File: src/rtl/snn_pkg.sv
// Shared definitions for the spiking-neuron slice: neuron state encoding and
// default datapath constants used by the neuron, synapse and top level.
package snn_pkg;

  typedef enum logic [1:0] {
    ST_IDLE       = 2'd0,
    ST_INTEGRATE  = 2'd1,
    ST_REFRACTORY = 2'd2
  } lif_state_t;

  localparam int DEF_WIDTH          = 8;
  localparam int DEF_THRESHOLD      = 200;
  localparam int DEF_LEAK           = 1;
  localparam int DEF_V_RESET        = 0;
  localparam int DEF_REFRACT_CYCLES = 4;

endpackage

File: src/rtl/lif_neuron_core_if.sv
// Stimulus/response bundle between the input driver and the LIF neuron.
interface lif_neuron_core_if
  import snn_pkg::*;
#(
  parameter int WIDTH = DEF_WIDTH
) ();

  logic             enable;
  logic [WIDTH-1:0] current_in;
  logic             current_valid;
  logic             spike;
  logic [WIDTH-1:0] membrane;
  logic             refractory;
  logic [7:0]       spike_count;

  modport master (
    output enable, current_in, current_valid,
    input  spike, membrane, refractory, spike_count
  );

  modport slave (
    input  enable, current_in, current_valid,
    output spike, membrane, refractory, spike_count
  );

endinterface

File: src/rtl/sat_add_leak.sv
// Membrane update datapath: saturating add of the gated input current,
// followed by a leak subtraction floored at zero.
module sat_add_leak
  import snn_pkg::*;
#(
  parameter int WIDTH = DEF_WIDTH,
  parameter int LEAK  = DEF_LEAK
) (
  input  logic [WIDTH-1:0] membrane,
  input  logic [WIDTH-1:0] current,
  input  logic             valid,
  output logic [WIDTH-1:0] v
);

  localparam logic [WIDTH:0] MAX_V  = {1'b0, {WIDTH{1'b1}}};
  localparam logic [WIDTH:0] LEAK_W = (WIDTH+1)'(LEAK);

  logic [WIDTH:0] sum;
  logic [WIDTH:0] sat;

  always_comb begin
    sum = {1'b0, membrane} + (valid ? {1'b0, current} : '0);
    sat = sum[WIDTH] ? MAX_V : sum;
    v   = (sat > LEAK_W) ? WIDTH'(sat - LEAK_W) : '0;
  end

endmodule

File: src/rtl/lif_neuron_core.sv
// Leaky integrate-and-fire neuron: integrates input current, fires a one-cycle
// spike on threshold crossing, then sits out a fixed refractory period.
//
//   state         | meaning
//   --------------+-------------------------------------------------------
//   ST_IDLE       | after reset; first enabled edge wakes to integrate
//   ST_INTEGRATE  | accumulate current minus leak, fire at threshold
//   ST_REFRACTORY | input ignored, membrane pinned at V_RESET, timer runs
module lif_neuron_core
  import snn_pkg::*;
#(
  parameter int WIDTH          = DEF_WIDTH,
  parameter int THRESHOLD      = DEF_THRESHOLD,
  parameter int LEAK           = DEF_LEAK,
  parameter int V_RESET        = DEF_V_RESET,
  parameter int REFRACT_CYCLES = DEF_REFRACT_CYCLES
) (
  input logic              clk,
  input logic              reset,
  lif_neuron_core_if.slave nif
);

  localparam int CNT_W = (REFRACT_CYCLES < 2) ? 1 : $clog2(REFRACT_CYCLES + 1);
  localparam logic [CNT_W-1:0] REFRACT_W = CNT_W'(REFRACT_CYCLES);
  localparam logic [WIDTH-1:0] THRESH_W  = WIDTH'(THRESHOLD);
  localparam logic [WIDTH-1:0] VRESET_W  = WIDTH'(V_RESET);

  lif_state_t       state, state_n;
  logic [WIDTH-1:0] membrane, membrane_n;
  logic             spike, spike_n;
  logic [CNT_W-1:0] cnt, cnt_n;
  logic [7:0]       spike_count, count_n;
  logic [WIDTH-1:0] v;

  sat_add_leak #(
    .WIDTH (WIDTH),
    .LEAK  (LEAK)
  ) u_sat_add_leak (
    .membrane (membrane),
    .current  (nif.current_in),
    .valid    (nif.current_valid),
    .v        (v)
  );

  always_ff @(posedge clk) begin
    if (reset) begin
      state       <= ST_IDLE;
      membrane    <= '0;
      spike       <= 1'b0;
      cnt         <= '0;
      spike_count <= '0;
    end else begin
      state       <= state_n;
      membrane    <= membrane_n;
      spike       <= spike_n;
      cnt         <= cnt_n;
      spike_count <= count_n;
    end
  end

  // Everything holds by default; a disabled cycle only clears the spike.
  always_comb begin
    state_n    = state;
    membrane_n = membrane;
    spike_n    = 1'b0;
    cnt_n      = cnt;
    count_n    = spike_count;
    if (nif.enable) begin
      case (state)
        ST_IDLE: begin
          state_n    = ST_INTEGRATE;
          membrane_n = '0;
        end
        ST_INTEGRATE: begin
          if (v >= THRESH_W) begin
            spike_n    = 1'b1;
            membrane_n = VRESET_W;
            count_n    = spike_count + 8'd1;
            if (REFRACT_CYCLES != 0) begin
              state_n = ST_REFRACTORY;
              cnt_n   = REFRACT_W;
            end
          end else begin
            membrane_n = v;
          end
        end
        ST_REFRACTORY: begin
          membrane_n = VRESET_W;
          cnt_n      = (cnt == '0) ? '0 : cnt - 1'b1;
          if (cnt_n == '0) state_n = ST_INTEGRATE;
        end
        default: state_n = ST_IDLE;
      endcase
    end
  end

  assign nif.spike       = spike;
  assign nif.membrane    = membrane;
  assign nif.refractory  = (state == ST_REFRACTORY);
  assign nif.spike_count = spike_count;

endmodule

File: src/flat_wrapper.sv
// flat-port wrapper written by rule: the top's interface ports become plain ports
module lif_neuron_core_flat import snn_pkg::*;
#(
  parameter int WIDTH          = DEF_WIDTH,
  parameter int THRESHOLD      = DEF_THRESHOLD,
  parameter int LEAK           = DEF_LEAK,
  parameter int V_RESET        = DEF_V_RESET,
  parameter int REFRACT_CYCLES = DEF_REFRACT_CYCLES
)
  (clk, reset, nif_enable, nif_current_in, nif_current_valid, nif_spike, nif_membrane, nif_refractory, nif_spike_count);
  lif_neuron_core_if #(.WIDTH(WIDTH)) nif_i ();
  input logic clk;
  input logic reset;
  input wire logic [$bits(nif_i.enable)-1:0] nif_enable;
  input wire logic [$bits(nif_i.current_in)-1:0] nif_current_in;
  input wire logic [$bits(nif_i.current_valid)-1:0] nif_current_valid;
  output wire logic [$bits(nif_i.spike)-1:0] nif_spike;
  output wire logic [$bits(nif_i.membrane)-1:0] nif_membrane;
  output wire logic [$bits(nif_i.refractory)-1:0] nif_refractory;
  output wire logic [$bits(nif_i.spike_count)-1:0] nif_spike_count;
  assign nif_i.enable = nif_enable;
  assign nif_i.current_in = nif_current_in;
  assign nif_i.current_valid = nif_current_valid;
  assign nif_spike = nif_i.spike;
  assign nif_membrane = nif_i.membrane;
  assign nif_refractory = nif_i.refractory;
  assign nif_spike_count = nif_i.spike_count;
  lif_neuron_core #(.WIDTH(WIDTH), .THRESHOLD(THRESHOLD), .LEAK(LEAK), .V_RESET(V_RESET), .REFRACT_CYCLES(REFRACT_CYCLES)) u_core (.clk(clk), .reset(reset), .nif(nif_i));
endmodule
File: config.mk
export PLATFORM = sky130hd
export DESIGN_NAME = lif_neuron_core_flat
export DESIGN_NICKNAME = d
export VERILOG_FILES = /design/src/rtl/snn_pkg.sv /design/src/rtl/lif_neuron_core_if.sv /design/src/rtl/sat_add_leak.sv /design/src/rtl/lif_neuron_core.sv /design/src/flat_wrapper.sv
export SDC_FILE = /design/constraint.sdc
export NUM_CORES = 1
export LEC_CHECK = 0
export ABC_CLOCK_PERIOD_IN_PS = 5100
export BUFFER_PORTS_ARGS = -buffer_cell sky130_fd_sc_hd__buf_4
export CAP_MARGIN = 25
export CORE_MARGIN = 4
export CORE_UTILIZATION = 30
export CTS_BUF_LIST = sky130_fd_sc_hd__clkbuf_4 sky130_fd_sc_hd__clkbuf_8 sky130_fd_sc_hd__clkbuf_16
export DETAILED_ROUTE_END_ITERATION = 8
export PLACE_DENSITY_LB_ADDON = 0.12
export SLEW_MARGIN = 20
export SYNTH_ARGS = -nofsm -noshare
export SYNTH_HDL_FRONTEND = slang
export SYNTH_HIERARCHICAL = 1
export SYNTH_SLANG_ARGS = --single-unit
File: constraint.sdc
create_clock -name clk -period 5.1 [get_ports clk]
set_clock_uncertainty 0.05 [all_clocks]
set_input_delay 0.255 -clock clk [delete_from_list [all_inputs] [get_ports clk]]
set_output_delay 0.255 -clock clk [all_outputs]
set_load 0.1 [all_outputs]
==> key figures <==
Outcome
  – Status: completed

Critical path
  – Most common cell on crit path: nor4_1
  – Crit path DAT: 3910 ps
  – Crit. path cell count: 11
  – Reg2Reg Depth: 11
  – Critical path buffer and inverter count: 0
  – Largest delay share family, worst path: compound AO/OA/AOI/OAI gates
  – Setup crit start kind: flip-flop
  – CP endpoint kind: flip-flop
  – Worst path cell trace: ha_1 -> fa_1 -> xnor2_1 -> and3_2 -> nor4_1 -> a211o_1 -> nor2_1 -> o21ai_0 -> o311ai_4 -> nor4_1 -> mux2_2
  – Crit Path Max Fanout: 19
  – Slowest stage delay, CP: 480 ps
  – Critical-path top delay cell: o21ai_0
  – WP data required: 5210 ps
  – Setup CP Type: reg -> reg

Power and ir drop
  – Logic pwr share: 35.4%
  – Int Pwr: 284 uW
  – Cell area power density: 236 nW/um^2
  – Flop pwr share: 40.5%
  – Clock share of power: 24.1%
  – Worst vdd ir: 0.0771 mV
  – Final Power: 453 uW
  – P_sw: 170 uW
  – Switch share: 37.4%
  – Leakage power: 0.780 nW

Final layout
  – Final non-filler cell total: 287
  – Layout cells sized above 1: 20.7%
  – ANT cells: 0
  – Layout area overhead: 17.9%
  – Finished Core Util: 37.0%
  – Fin nets: 241

Synth
  – Unique masters post-synth: 54
  – Sequential area share after synthesis: 27.0%
  – Top-area cell type share of the netlist area: 27.0%
  – Syn Inst Count: 195
  – Top post-synthesis cells by area: dfxtp_1, ha_1, a21oi_1
  – Main flop type after synthesis: dfxtp_1
  – Yosys top cell by area: dfxtp_1
  – Count leader, synth: dfxtp_1
  – Synth Cell Area: 1630 um^2
  – Yosys warns: 6
  – Fraction of registers with async set/reset: 0%
  – Syn Area/Cell: 8.37 um^2
  – Count of state elements after synthesis: 22
  – Most instantiated cells after synthesis: dfxtp_1, a21oi_1, nor2_1
  – Number of synthesized flops with an enable pin: 0
  – Post-Syn Nets: 217

Die
  – Rows: 26
  – Starting density of the core: 31.3%
  – Die Width: 81.7 um
  – Core area: 5200 um^2
  – Die Area: 6680 um^2
  – Chip height: 81.7 um
  – I/O pin total: 30

Detailed routing
  – Drt initial violations: 52
  – Vias: 1513
  – WL met3: 106 um
  – Post-DRT Antenna Nets: 0
  – Highest Signal Layer: met4
  – DR vias/cell: 5.27
  – Total wire length: 3970 um
  – Met1 wire length: 1860 um
  – DR WL met2: 1950 um
  – Drt first pass iters: 4
  – Wire per inst: 13.8 um
  – Post-route DRC violation count: 0

GRT
  – Number of global-route vias before repair: 1455
  – Antenna violations before repair: 0
  – Largest net degree at the start of global routing: 26
  – Congestion Overflow GR: 0
  – Tot GR Track Use: 12.7%
  – First-pass GRT wire length: 6810 um

Clock tree
  – Worst skew pair latency: 260 ps
  – Post-CTS sizing: 0
  – Clock tree from TritonCTS: built
  – Hold Buf Count CTS: 0
  – Reg clk slew, reported paths: 80 ps
  – Clock Path Buffers: 2
  – Clock root cell: clkbuf_8
  – CTS Sinks: 22
  – CTS Buf Count: 3
  – H-tree Lvls: 1
  – Post-CTS Setup Bufs: 0

STA
  – Unrepaired setup endpoints after global routing: false
  – Min Tclk post-route: 3810 ps
  – Setup ws final: 1290 ps
  – Max frequency: 263 MHz
  – Final setup violation count: 0
  – Slew @ Worst Pin: 720 ps
  – Hold Vio Cnt, Final: 0
  – Setup TNS: 0 ps
  – Fin crit share: 74.7%
  – Worst rel slew slack: 51.9%
  – Slew Viols, Final: 0

Min path
  – Worst min-delay path category: in -> reg
  – Hold Path Stages: 2

Place
  – Placed insts: 284
  – Dpl ws: 1050 ps
  – GP Congestion: 0.802
  – Post-DP HPWL: 3070 um
  – PortBufs: 29

Job
  – Maxcap violations: 0
[path summary, 6_finish.rpt]
kind,startpoint,endpoint,slack [ps]
setup reg to reg,u_core/nif.membrane[0],u_core/nif.spike_count[7],1290
hold / removal,nif_enable,u_core/cnt[2],230
setup / recovery,u_core/nif.membrane[0],u_core/nif.spike_count[7],1290
hold reg to reg,u_core/nif.spike_count[3],u_core/nif.spike_count[3],470
[state kept, by name, indices dropped and copies added (netlist names)]
signal / cells
u_core/nif.membrane: 8
u_core/nif.spike_count: 8
u_core/cnt: 3
u_core/state: 2
u_core/nif.spike: 1
[power by group through the flow]
| stage | Combinational (mW) | Clock (mW) | Sequential [mW] |
|---|---|---|---|
| final | 0.161 | 0.109 | 0.184 |
| after global routing | 0.176 | 0.118 | 0.184 |
| after CTS | 0.162 | 0.113 | 0.184 |
| after detailed placement | 0.161 | 0 | 0.188 |
| after global placement | 0.162 | 0 | 0.188 |
| after floorplan | 0.102 | 0 | 0.214 |
[per-stage QoR]
step	area (um^2)	hold slack, ps
2_1_floorplan	1630	427
3_3_place_gp	1880	458
3_5_place_dp	1880	459
4_1_cts	1920	226
5_1_grt	1920	238
6_report	1920	233
[cell type report]
class                      count  area [um^2]
clock buffer                   3         41.3
fill                         566         3280
inverter                       5         18.8
multi-input combinational    158         1120
sequential                    22          440
tap                           70         87.6
timing repair buffer          29          218
[kinds of logic (layout without fill, tap and decap cells)]
| logic type | after synthesis | count (layout) | share of synthesized area [%] |
|---|---|---|---|
| compound gates | 58 | 58 | 26.3 |
| fa+ha+maj | 10 | 10 | 8.13 |
| xor+xnor | 7 | 7 | 3.76 |
| simple gates | 78 | 78 | 27.1 |
| flops | 22 | 22 | 27.0 |
| buf+inv | 15 | 37 | 4.45 |
| mux | 5 | 5 | 3.30 |
[metal layers]
metal	vias up	GRT usage, %
li1	785	-
met1	704	15.9
met2	20	22.6
met3	4	1.21
met4	0	4.49
met5	-	0
[placed cells by master (no fill, tap or decap), types with 6 or more instances in the layout]
cell and n:
nand3_1 8, buf_4 29, nor4_1 6, ha_1 9, and2_1 9, nor2_1 19, nand2_1 8, a21oi_1 19
a32oi_1 8, dfxtp_1 22
[worst reg2reg max path, stage by stage (launching register included)]
cell and delay (ps):
dfxtp_1 340, ha_1 240, fa_1 450, xnor2_1 190, and3_2 230, nor4_1 280, a211o_1 230, nor2_1 60
o21ai_0 480, o311ai_4 380, nor4_1 410, mux2_2 370
Note: power is estimated with default switching activity, not from simulation.
